===== src/rtl/adc_sample_capture_if.sv =====
// ADC serial bus plus sample output stream of the ADC capture block.
interface adc_sample_capture_if #(
  parameter int sample_width = 12
);
  logic                    adc_cs_n;
  logic                    adc_sclk;
  logic                    adc_sdata;
  logic [sample_width-1:0] sample;
  logic                    sample_valid;
  logic                    sample_ready;
  logic                    overrun;

  modport master (
    output adc_cs_n, adc_sclk, sample, sample_valid, overrun,
    input  adc_sdata, sample_ready
  );

  modport slave (
    input  adc_cs_n, adc_sclk, sample, sample_valid, overrun,
    output adc_sdata, sample_ready
  );
endinterface


===== src/rtl/adc_sample_capture.sv =====
// Serial ADC front-end master: frames a 3-wire ADC once per sample period,
// deserialises the code, converts to two's complement, and hands the sample
// downstream with valid/ready and a sticky overrun flag.
//
// state     | meaning
// ----------|-----------------------------------------------------------
// st_idle   | cs_n high, sclk high, wait for period counter wrap
// st_setup  | cs_n low, sclk high, chip-select setup time
// st_shift  | sclk toggles, one bit captured per sclk rising edge
// st_done   | cs_n high, sample register just loaded
module adc_sample_capture #(
  parameter int sample_width  = 12,
  parameter int lead_bits     = 4,
  parameter int clk_div       = 4,
  parameter int sample_period = 1024,
  parameter bit offset_binary = 1'b1
) (
  input  logic clk,
  input  logic rst,
  input  logic enable,
  adc_sample_capture_if.master bus
);

  localparam int frame_bits = lead_bits + sample_width;
  localparam int dw = (clk_div > 1) ? $clog2(clk_div) : 1;
  localparam int bw = (frame_bits > 1) ? $clog2(frame_bits) : 1;
  localparam int pw = (sample_period > 1) ? $clog2(sample_period) : 1;
  localparam logic [dw-1:0] div_max = dw'(clk_div - 1);
  localparam logic [bw-1:0] bit_max = bw'(frame_bits - 1);
  localparam logic [pw-1:0] p_max   = pw'(sample_period - 1);
  localparam logic [sample_width-1:0] msb_flip =
    {offset_binary, {(sample_width-1){1'b0}}};

  generate
    if (clk_div < 1) begin : g_bad_div
      $error("adc_sample_capture: clk_div must be >= 1");
    end
    if (sample_period < clk_div * (2 + 2 * frame_bits) + 2) begin : g_bad_period
      $error("adc_sample_capture: sample_period too short for one frame");
    end
    if (sample_width < 2) begin : g_bad_width
      $error("adc_sample_capture: sample_width must be >= 2");
    end
  endgenerate

  typedef enum logic [1:0] {
    st_idle  = 2'd0,
    st_setup = 2'd1,
    st_shift = 2'd2,
    st_done  = 2'd3
  } state_t;

  state_t                  state_q, state_d;
  logic [dw-1:0]           div_q, div_d;
  logic [bw-1:0]           bit_q, bit_d;
  logic [pw-1:0]           p_q;
  logic                    sclk_q, sclk_d;
  logic                    cs_n_q, cs_n_d;
  logic                    shift_en, load;
  logic [sample_width-1:0] shreg_q;
  logic [sample_width-1:0] sample_q;
  logic                    valid_q;
  logic                    overrun_q;

  // Period counter: free-runs while enabled, parked at zero otherwise.
  always_ff @(posedge clk) begin
    if (rst || !enable) begin
      p_q <= '0;
    end else if (p_q == p_max) begin
      p_q <= '0;
    end else begin
      p_q <= p_q + 1'b1;
    end
  end

  // FSM state, phase/bit down-counters and registered ADC pins.
  always_ff @(posedge clk) begin
    if (rst) begin
      state_q <= st_idle;
      div_q   <= '0;
      bit_q   <= '0;
      sclk_q  <= 1'b1;
      cs_n_q  <= 1'b1;
    end else begin
      state_q <= state_d;
      div_q   <= div_d;
      bit_q   <= bit_d;
      sclk_q  <= sclk_d;
      cs_n_q  <= cs_n_d;
    end
  end

  // Next state, next pin levels and capture/load strobes.
  always_comb begin
    state_d  = state_q;
    div_d    = div_q;
    bit_d    = bit_q;
    sclk_d   = sclk_q;
    shift_en = 1'b0;
    load     = 1'b0;
    case (state_q)
      st_idle: begin
        sclk_d = 1'b1;
        if (p_q == '0) begin
          state_d = st_setup;
          div_d   = div_max;
        end
      end
      st_setup: begin
        if (div_q == '0) begin
          state_d = st_shift;
          sclk_d  = 1'b0;
          div_d   = div_max;
          bit_d   = bit_max;
        end else begin
          div_d = div_q - 1'b1;
        end
      end
      st_shift: begin
        if (div_q != '0) begin
          div_d = div_q - 1'b1;
        end else if (!sclk_q) begin
          // end of low phase: sclk rises and the data bit is taken
          sclk_d   = 1'b1;
          shift_en = 1'b1;
          div_d    = div_max;
        end else if (bit_q == '0) begin
          state_d = st_done;
          load    = 1'b1;
        end else begin
          bit_d  = bit_q - 1'b1;
          sclk_d = 1'b0;
          div_d  = div_max;
        end
      end
      st_done: begin
        state_d = st_idle;
      end
      default: begin
        state_d = st_idle;
        sclk_d  = 1'b1;
      end
    endcase
    // Disable drops any frame in flight on the next edge.
    if (!enable) begin
      state_d  = st_idle;
      sclk_d   = 1'b1;
      shift_en = 1'b0;
      load     = 1'b0;
    end
    cs_n_d = !((state_d == st_setup) || (state_d == st_shift));
  end

  // Deserialiser; lead bits simply fall off the top.
  always_ff @(posedge clk) begin
    if (rst) begin
      shreg_q <= '0;
    end else if (shift_en) begin
      shreg_q <= {shreg_q[sample_width-2:0], bus.adc_sdata};
    end
  end

  // Output register with valid/ready handshake and sticky overrun.
  always_ff @(posedge clk) begin
    if (rst) begin
      sample_q  <= '0;
      valid_q   <= 1'b0;
      overrun_q <= 1'b0;
    end else begin
      if (load) begin
        sample_q <= shreg_q ^ msb_flip;
        valid_q  <= 1'b1;
        if (valid_q && !bus.sample_ready) begin
          overrun_q <= 1'b1;
        end
      end else if (valid_q && bus.sample_ready) begin
        valid_q <= 1'b0;
      end
      if (!enable) begin
        overrun_q <= 1'b0;
      end
    end
  end

  assign bus.adc_cs_n     = cs_n_q;
  assign bus.adc_sclk     = sclk_q;
  assign bus.sample       = sample_q;
  assign bus.sample_valid = valid_q;
  assign bus.overrun      = overrun_q;

endmodule


===== src/flat_wrapper.sv =====
// flat-port wrapper written by rule: the top's interface ports become plain ports
module adc_sample_capture_flat 
#(
  parameter int sample_width  = 12,
  parameter int lead_bits     = 4,
  parameter int clk_div       = 4,
  parameter int sample_period = 1024,
  parameter bit offset_binary = 1'b1
)
  (clk, rst, enable, bus_adc_cs_n, bus_adc_sclk, bus_sample, bus_sample_valid, bus_overrun, bus_adc_sdata, bus_sample_ready);
  adc_sample_capture_if #(.sample_width(sample_width)) bus_i ();
  input  logic clk;
  input  logic rst;
  input  logic enable;
  output wire logic [$bits(bus_i.adc_cs_n)-1:0] bus_adc_cs_n;
  output wire logic [$bits(bus_i.adc_sclk)-1:0] bus_adc_sclk;
  output wire logic [$bits(bus_i.sample)-1:0] bus_sample;
  output wire logic [$bits(bus_i.sample_valid)-1:0] bus_sample_valid;
  output wire logic [$bits(bus_i.overrun)-1:0] bus_overrun;
  input wire logic [$bits(bus_i.adc_sdata)-1:0] bus_adc_sdata;
  input wire logic [$bits(bus_i.sample_ready)-1:0] bus_sample_ready;
  assign bus_adc_cs_n = bus_i.adc_cs_n;
  assign bus_adc_sclk = bus_i.adc_sclk;
  assign bus_sample = bus_i.sample;
  assign bus_sample_valid = bus_i.sample_valid;
  assign bus_overrun = bus_i.overrun;
  assign bus_i.adc_sdata = bus_adc_sdata;
  assign bus_i.sample_ready = bus_sample_ready;
  adc_sample_capture #(.sample_width(sample_width), .lead_bits(lead_bits), .clk_div(clk_div), .sample_period(sample_period), .offset_binary(offset_binary)) u_core (.clk(clk), .rst(rst), .enable(enable), .bus(bus_i));
endmodule

===== config.mk =====
export PLATFORM = sky130hd
export DESIGN_NAME = adc_sample_capture_flat
export DESIGN_NICKNAME = d
export VERILOG_FILES = /design/src/rtl/adc_sample_capture_if.sv /design/src/rtl/adc_sample_capture.sv /design/src/flat_wrapper.sv
export SDC_FILE = /design/constraint.sdc
export NUM_CORES = 1
export LEC_CHECK = 0
export BUFFER_PORTS_ARGS = -buffer_cell sky130_fd_sc_hd__buf_4
export CELL_PAD_IN_SITES_DETAIL_PLACEMENT = 0
export CELL_PAD_IN_SITES_GLOBAL_PLACEMENT = 1
export CORE_MARGIN = 1.5
export CORE_UTILIZATION = 45
export CTS_CLUSTER_SIZE = 40
export DETAILED_ROUTE_END_ITERATION = 12
export GPL_ROUTABILITY_DRIVEN = 1
export GPL_TIMING_DRIVEN = 0
export HOLD_SLACK_MARGIN = 0.08
export PLACE_DENSITY = 0.82
export RECOVER_POWER = 50
export SYNTH_ARGS = -nofsm -noshare
export SYNTH_HDL_FRONTEND = slang
export SYNTH_SLANG_ARGS = --single-unit

===== constraint.sdc =====
create_clock -name clk -period 4.6 [get_ports clk]
set_input_delay 0.69 -clock clk [delete_from_list [all_inputs] [get_ports clk]]
set_output_delay 0.69 -clock clk [all_outputs]
set_load 0.1 [all_outputs]

Word level (Yosys, flattened, before mapping)
Cells that the tools add are included.
{"block": "totals", "reg_bits": 46, "latch_bits": 0, "ramBits": 0, "mem_bits_ro": 0, "inputBits": 5, "out_inout_bits": 16, "wordCells": 81, "mem_count": 0}
{"block": "classes", "addsub": 3, "mul": 0, "div_mod_pow": 0, "n_lt_le_gt_ge": 0, "n_eq_ne": 12, "shift": 0, "mux": 33, "bitwise": 2, "n_reduce_logical": 21}
{"operator": "2-bit two-way mux", "n": 11}
{"operator": "4-bit two-way mux", "n": 4}
{"operator": "1-bit two-way mux", "n": 14}
{"operator": "10-bit by 1-bit adder with 10-bit output (second input constant)", "n": 1}
{"operator": "10-bit equality test (second input constant)", "n": 1}
{"operator": "10-bit logical NOT", "n": 1}
{"operator": "2-bit case mux with 4 select lines", "n": 1}
{"operator": "4-bit case mux with 2 select lines", "n": 1}
{"operator": "2-bit equality test (second input constant)", "n": 3}
{"operator": "2-bit by 1-bit != test with 1-bit output (second input constant)", "n": 3}
{"operator": "2-bit case mux with 3 select lines", "n": 1}
{"operator": "3-bit AND reduction", "n": 2}
{"operator": "2-bit nonzero test", "n": 3}
{"operator": "5-bit AND reduction", "n": 1}
{"operator": "2-bit by 1-bit equality test with 1-bit output (second input constant)", "n": 2}
{"operator": "2-bit logical NOT", "n": 2}
{"operator": "4-bit logical NOT", "n": 1}
{"operator": "2-bit != test (second input constant)", "n": 2}
{"operator": "4-bit != test (second input constant)", "n": 1}
{"operator": "2-bit OR reduction", "n": 2}
{"operator": "4-bit by 1-bit subtractor with 4-bit output (second input constant)", "n": 1}
{"operator": "1-bit logical NOT", "n": 3}
{"operator": "1-bit case mux with 3 select lines", "n": 1}
{"operator": "3-bit nonzero test", "n": 1}
{"operator": "other kinds (5)", "n": 8}

Longest topological paths before layout
{"block": "depth", "ltp_word": 9, "depth_mapped": 7, "mapped_depth_nobuf": 6}

Worst setup path before layout
Ideal clock, no wire load.
{"block": "synth_timing", "path_kind": "register -> register", "start": "register u_core.sclk_q (netlist: u_core.bus.adc_sclk)", "end": "register u_core.bit_q[3]", "setup_ps": 74, "t_arrival_ps": 2074, "required_ps": 4526, "setup_slack_ps": 2452, "path_stages_with_launch": 5, "synth_period_minus_slack_ps": 2148, "cell_sequence": "dfxtp_1 inv_1 o21a_4 or4_1 a31oi_1"}
{"block": "synth_between", "elab_chain_cells": 2}
{"item": "from (decl)", "line_no": "adc_sample_capture.sv:57", "source": "logic sclk_q, sclk_d;"}
{"item": "from (signal assigned)", "line_no": "adc_sample_capture.sv:88", "source": "sclk_q <= sclk_d;"}
{"item": "2-bit by 1-bit != test with 1-bit output (no line)"}
{"item": "5-bit AND reduction (no line)"}
{"item": "to (signal assigned)", "line_no": "adc_sample_capture.sv:87", "source": "bit_q <= bit_d;"}
{"item": "to (decl)", "line_no": "adc_sample_capture.sv:55", "source": "logic [bw-1:0] bit_q, bit_d;"}
No other way between the ends.
A chain may end at the register's enable or synchronous reset.

Worst setup path after layout
{"block": "layout_timing", "start": "register u_core.sclk_q (netlist: u_core.bus.adc_sclk)", "end": "output bus_adc_sclk"}
{"item": "to (decl)", "line_no": "flat_wrapper.sv:16", "source": "output wire logic [$bits(bus_i.adc_sclk)-1:0] bus_adc_sclk;"}
No word-level cell between the ends.

==> run metrics <==
status finished, final reports clean; CTS tree yes; GRT Total Usage between 10% and 20%; arrival time worst endpoint around 1600 ps; Slew HR 22.45%; critical-path maximum fanout 4; Crit Path Class flop to output pin; H-tree levels 2; via count 1567; largest family of logic cells by synthesized area simple AND/OR/NAND/NOR gates; Die Y-Extent 69.85 µm; CTS Buffer Depth 2; Crit-path slowest cell clkbuf_1; largest net degree at the start of global routing 14; final core utilization between 50 and 60%; Net Count, Synth ~240; met1 Use GR 22.60%; # setup viols final 0; CP peak stage delay roughly 900 ps; mux cell area share after synthesis 6.472%; met2 usage 26.03%; CTS sink cnt 46; nets@finish around 270; Clock Root Buffer clkbuf_8; Post-Synthesis Cell Area ~2000 µm²; Post-synth EDFFs 0; Worst-Margin Slew roughly 1200 ps; period utilization 48.81%; Max IR drop VDD between 0.0002 and 0.00025 V; Die W roughly 70 µm; RSZ-0062 raised after global routing no; Synth area leader dfxtp_1; grt peak-use layer met2; Synth top area share 45.80%; Compound-Gate Fraction of Synth Area 11.64%; clk slew on worst S/H paths about 80 ps; Crit path required time 3910 ps; final hold slack around 460 ps; drt drc 0; Max Cap Viol 0; Hold Vio Cnt, Final 0; Antenna diodes 0; CP Buf/Inv Count 1; Avg Cell Area, Syn roughly 8.8 µm²; startpoint types flop; GRT met3 Usage between 4 and 5%; Core ar. 4324 µm²; detailed-route wire length per cell 12.06 µm; row count 24; Die ar. between 4000 and 5000 µm²; Clock Skew approximately 5.4 ps; vias in the first global route between 1000 and 1500; Final Power ~770 µW; Main synth FF type dfxtp_1; Synth Area in Adders 4.978%; post-cts sizing count 0; largest cells by area after synthesis dfxtp_1, mux2i_1, nand2_1; initial core utilization between 40% and 50%; fin crit period 2245 ps; Congestion Overflow GR 0; P_leak ~0.0009 µW; hpwl dp between 2000 and 3000 µm; final wirelength between 3000 and 4000 µm; Starting DRT DRC Count 92; Post-Synth Simple-Gate Area about a quarter; Max Freq approximately 450 MHz; post-route setup TNS 0 ps; Warnings, synthesis 0; Top Family by Delay on Critical Path buffers and inverters; Synth top cells by count dfxtp_1, nand2_1, nor2_1, a21oi_1; worst hold path type flop to flop; clk_lat worst skew just under 300 ps; DR pass1 iterations 4; first-pass GRT wire length 6589 µm; initial antenna violation count 0; most frequent cell after synthesis dfxtp_1; Setup crit end kind output pin; PwrDens roughly 340 nW/µm²; antenna violation net count after detailed routing 0; Post-CTS Setup Repair Bufs 0; hold_buf cts 0; GPL Wtd Cong between 0.7 and 0.8; flops & latches, synth 46; Syn Inst Count ~230; Ports 21; Avg Vias per Cell 5.071; Synth async-reset ratio 0%; share of cells above drive strength 1 8.560%; Port Buf Inserts 20; max-slew violation count 0; Seq/Total Area, Yosys around 46%; Post-Synth XOR/XNOR Area roughly 3.5%; CP Cell Sequence clkbuf_1; Num CTS Buffers 5; Synth cell types 44; Layout area overhead 12.45%
==> registers in the layout (all words and copies together), names as in the netlist <==
signal and count:
u_core.bit_q 4, u_core.bus.adc_cs_n 1, u_core.bus.adc_sclk 1, u_core.bus.overrun 1, u_core.bus.sample 12, u_core.bus.sample_valid 1
u_core.div_q 2, u_core.p_q 10, u_core.shreg_q 12, u_core.state_q 2
==> power by group <==
group / switching [µW] / internal, µW
combinational: 40.5 / 25.8
clock: 129 / 163
sequential: 6.26 / 406
==> layout make-up <==
class                   count  area [µm²]
clock buffers               7       76.32
repair buffers             20       90.09
well taps                  52       65.06
plain buffers               7       30.03
inverters                  13       48.80
fillers                   450        2063
multi-input cells         163       999.7
flip-flops and latches     46       920.9
clock inverters             1       30.03
==> cell usage in the layout, fill, tap and decap left out, types with 2 or more instances in the layout <==
master	instances
xor2_1	3
a311oi_1	2
buf_4	4
clkbuf_8	5
ha_1	8
dfxtp_1	46
nor3b_1	3
o22ai_1	2
xnor2_1	5
mux2i_1	13
a21oi_1	18
nand4_1	3
o21ai_0	5
nor3_1	3
nand3_1	7
nand2_1	32
inv_1	13
a31o_2	2
or3_1	2
nor2_1	27
a31oi_1	3
buf_2	3
clkbuf_1	22
nand2b_1	5
==> tightest hold or removal path, cell delays in order, from the launching register on <==
cell and delay (ps):
dfxtp_1 310, nand2_1 50, a21oi_1 50
==> per-layer routing <==
layer / part of all wire [%] / vias to the layer above / wire length [µm]
li1: - / 840 / -
met1: 54 / 704 / 1996
met2: 42 / 21 / 1560
met3: 3.7 / 2 / 138
met4: 0.81 / 0 / 30
met5: 0 / - / 0
==> metrics by stage <==
| stage | setup WS (ps) | std cells | instance area [µm²] |
|---|---|---|---|
| floorplan | 2452 | 229 | 2011 |
| global placement | 2755 | 301 | 2226 |
| detailed placement | 2709 | 301 | 2226 |
| CTS | 2690 | 309 | 2332 |
| global route | 2271 | 309 | 2261 |
| finish | 2355 | 309 | 2261 |
==> worst paths after layout <==
check | start | endpoint | slack, ps | cells past startpoint
worst min register to register | u_core.shreg_q[11]$_SDFFE_PP0P_ | u_core.shreg_q[11]$_SDFFE_PP0P_ | 460 | 2
worst max-delay path | u_core.bus.adc_sclk$_SDFFE_PP1P_ | bus_adc_sclk | 2350 | 1
worst max register to register | u_core.bit_q[0]$_SDFFE_PP0P_ | u_core.bus.sample[9]$_SDFFE_PP0P_ | 2480 | 7
worst min-delay path | u_core.shreg_q[11]$_SDFFE_PP0P_ | u_core.shreg_q[11]$_SDFFE_PP0P_ | 460 | 2
==> cell families (layout without fill, tap and decap cells) <==
kind of cell	after synthesis	in the layout
AND/OR/NAND/NOR	96	96
adder cells (fa/ha/maj)	8	8
buffers and inverters	20	48
flip-flops	46	46
XOR/XNOR	8	8
AO/OA/AOI/OAI	38	38
multiplexers	13	13
(Power assumes the default switching activity.)
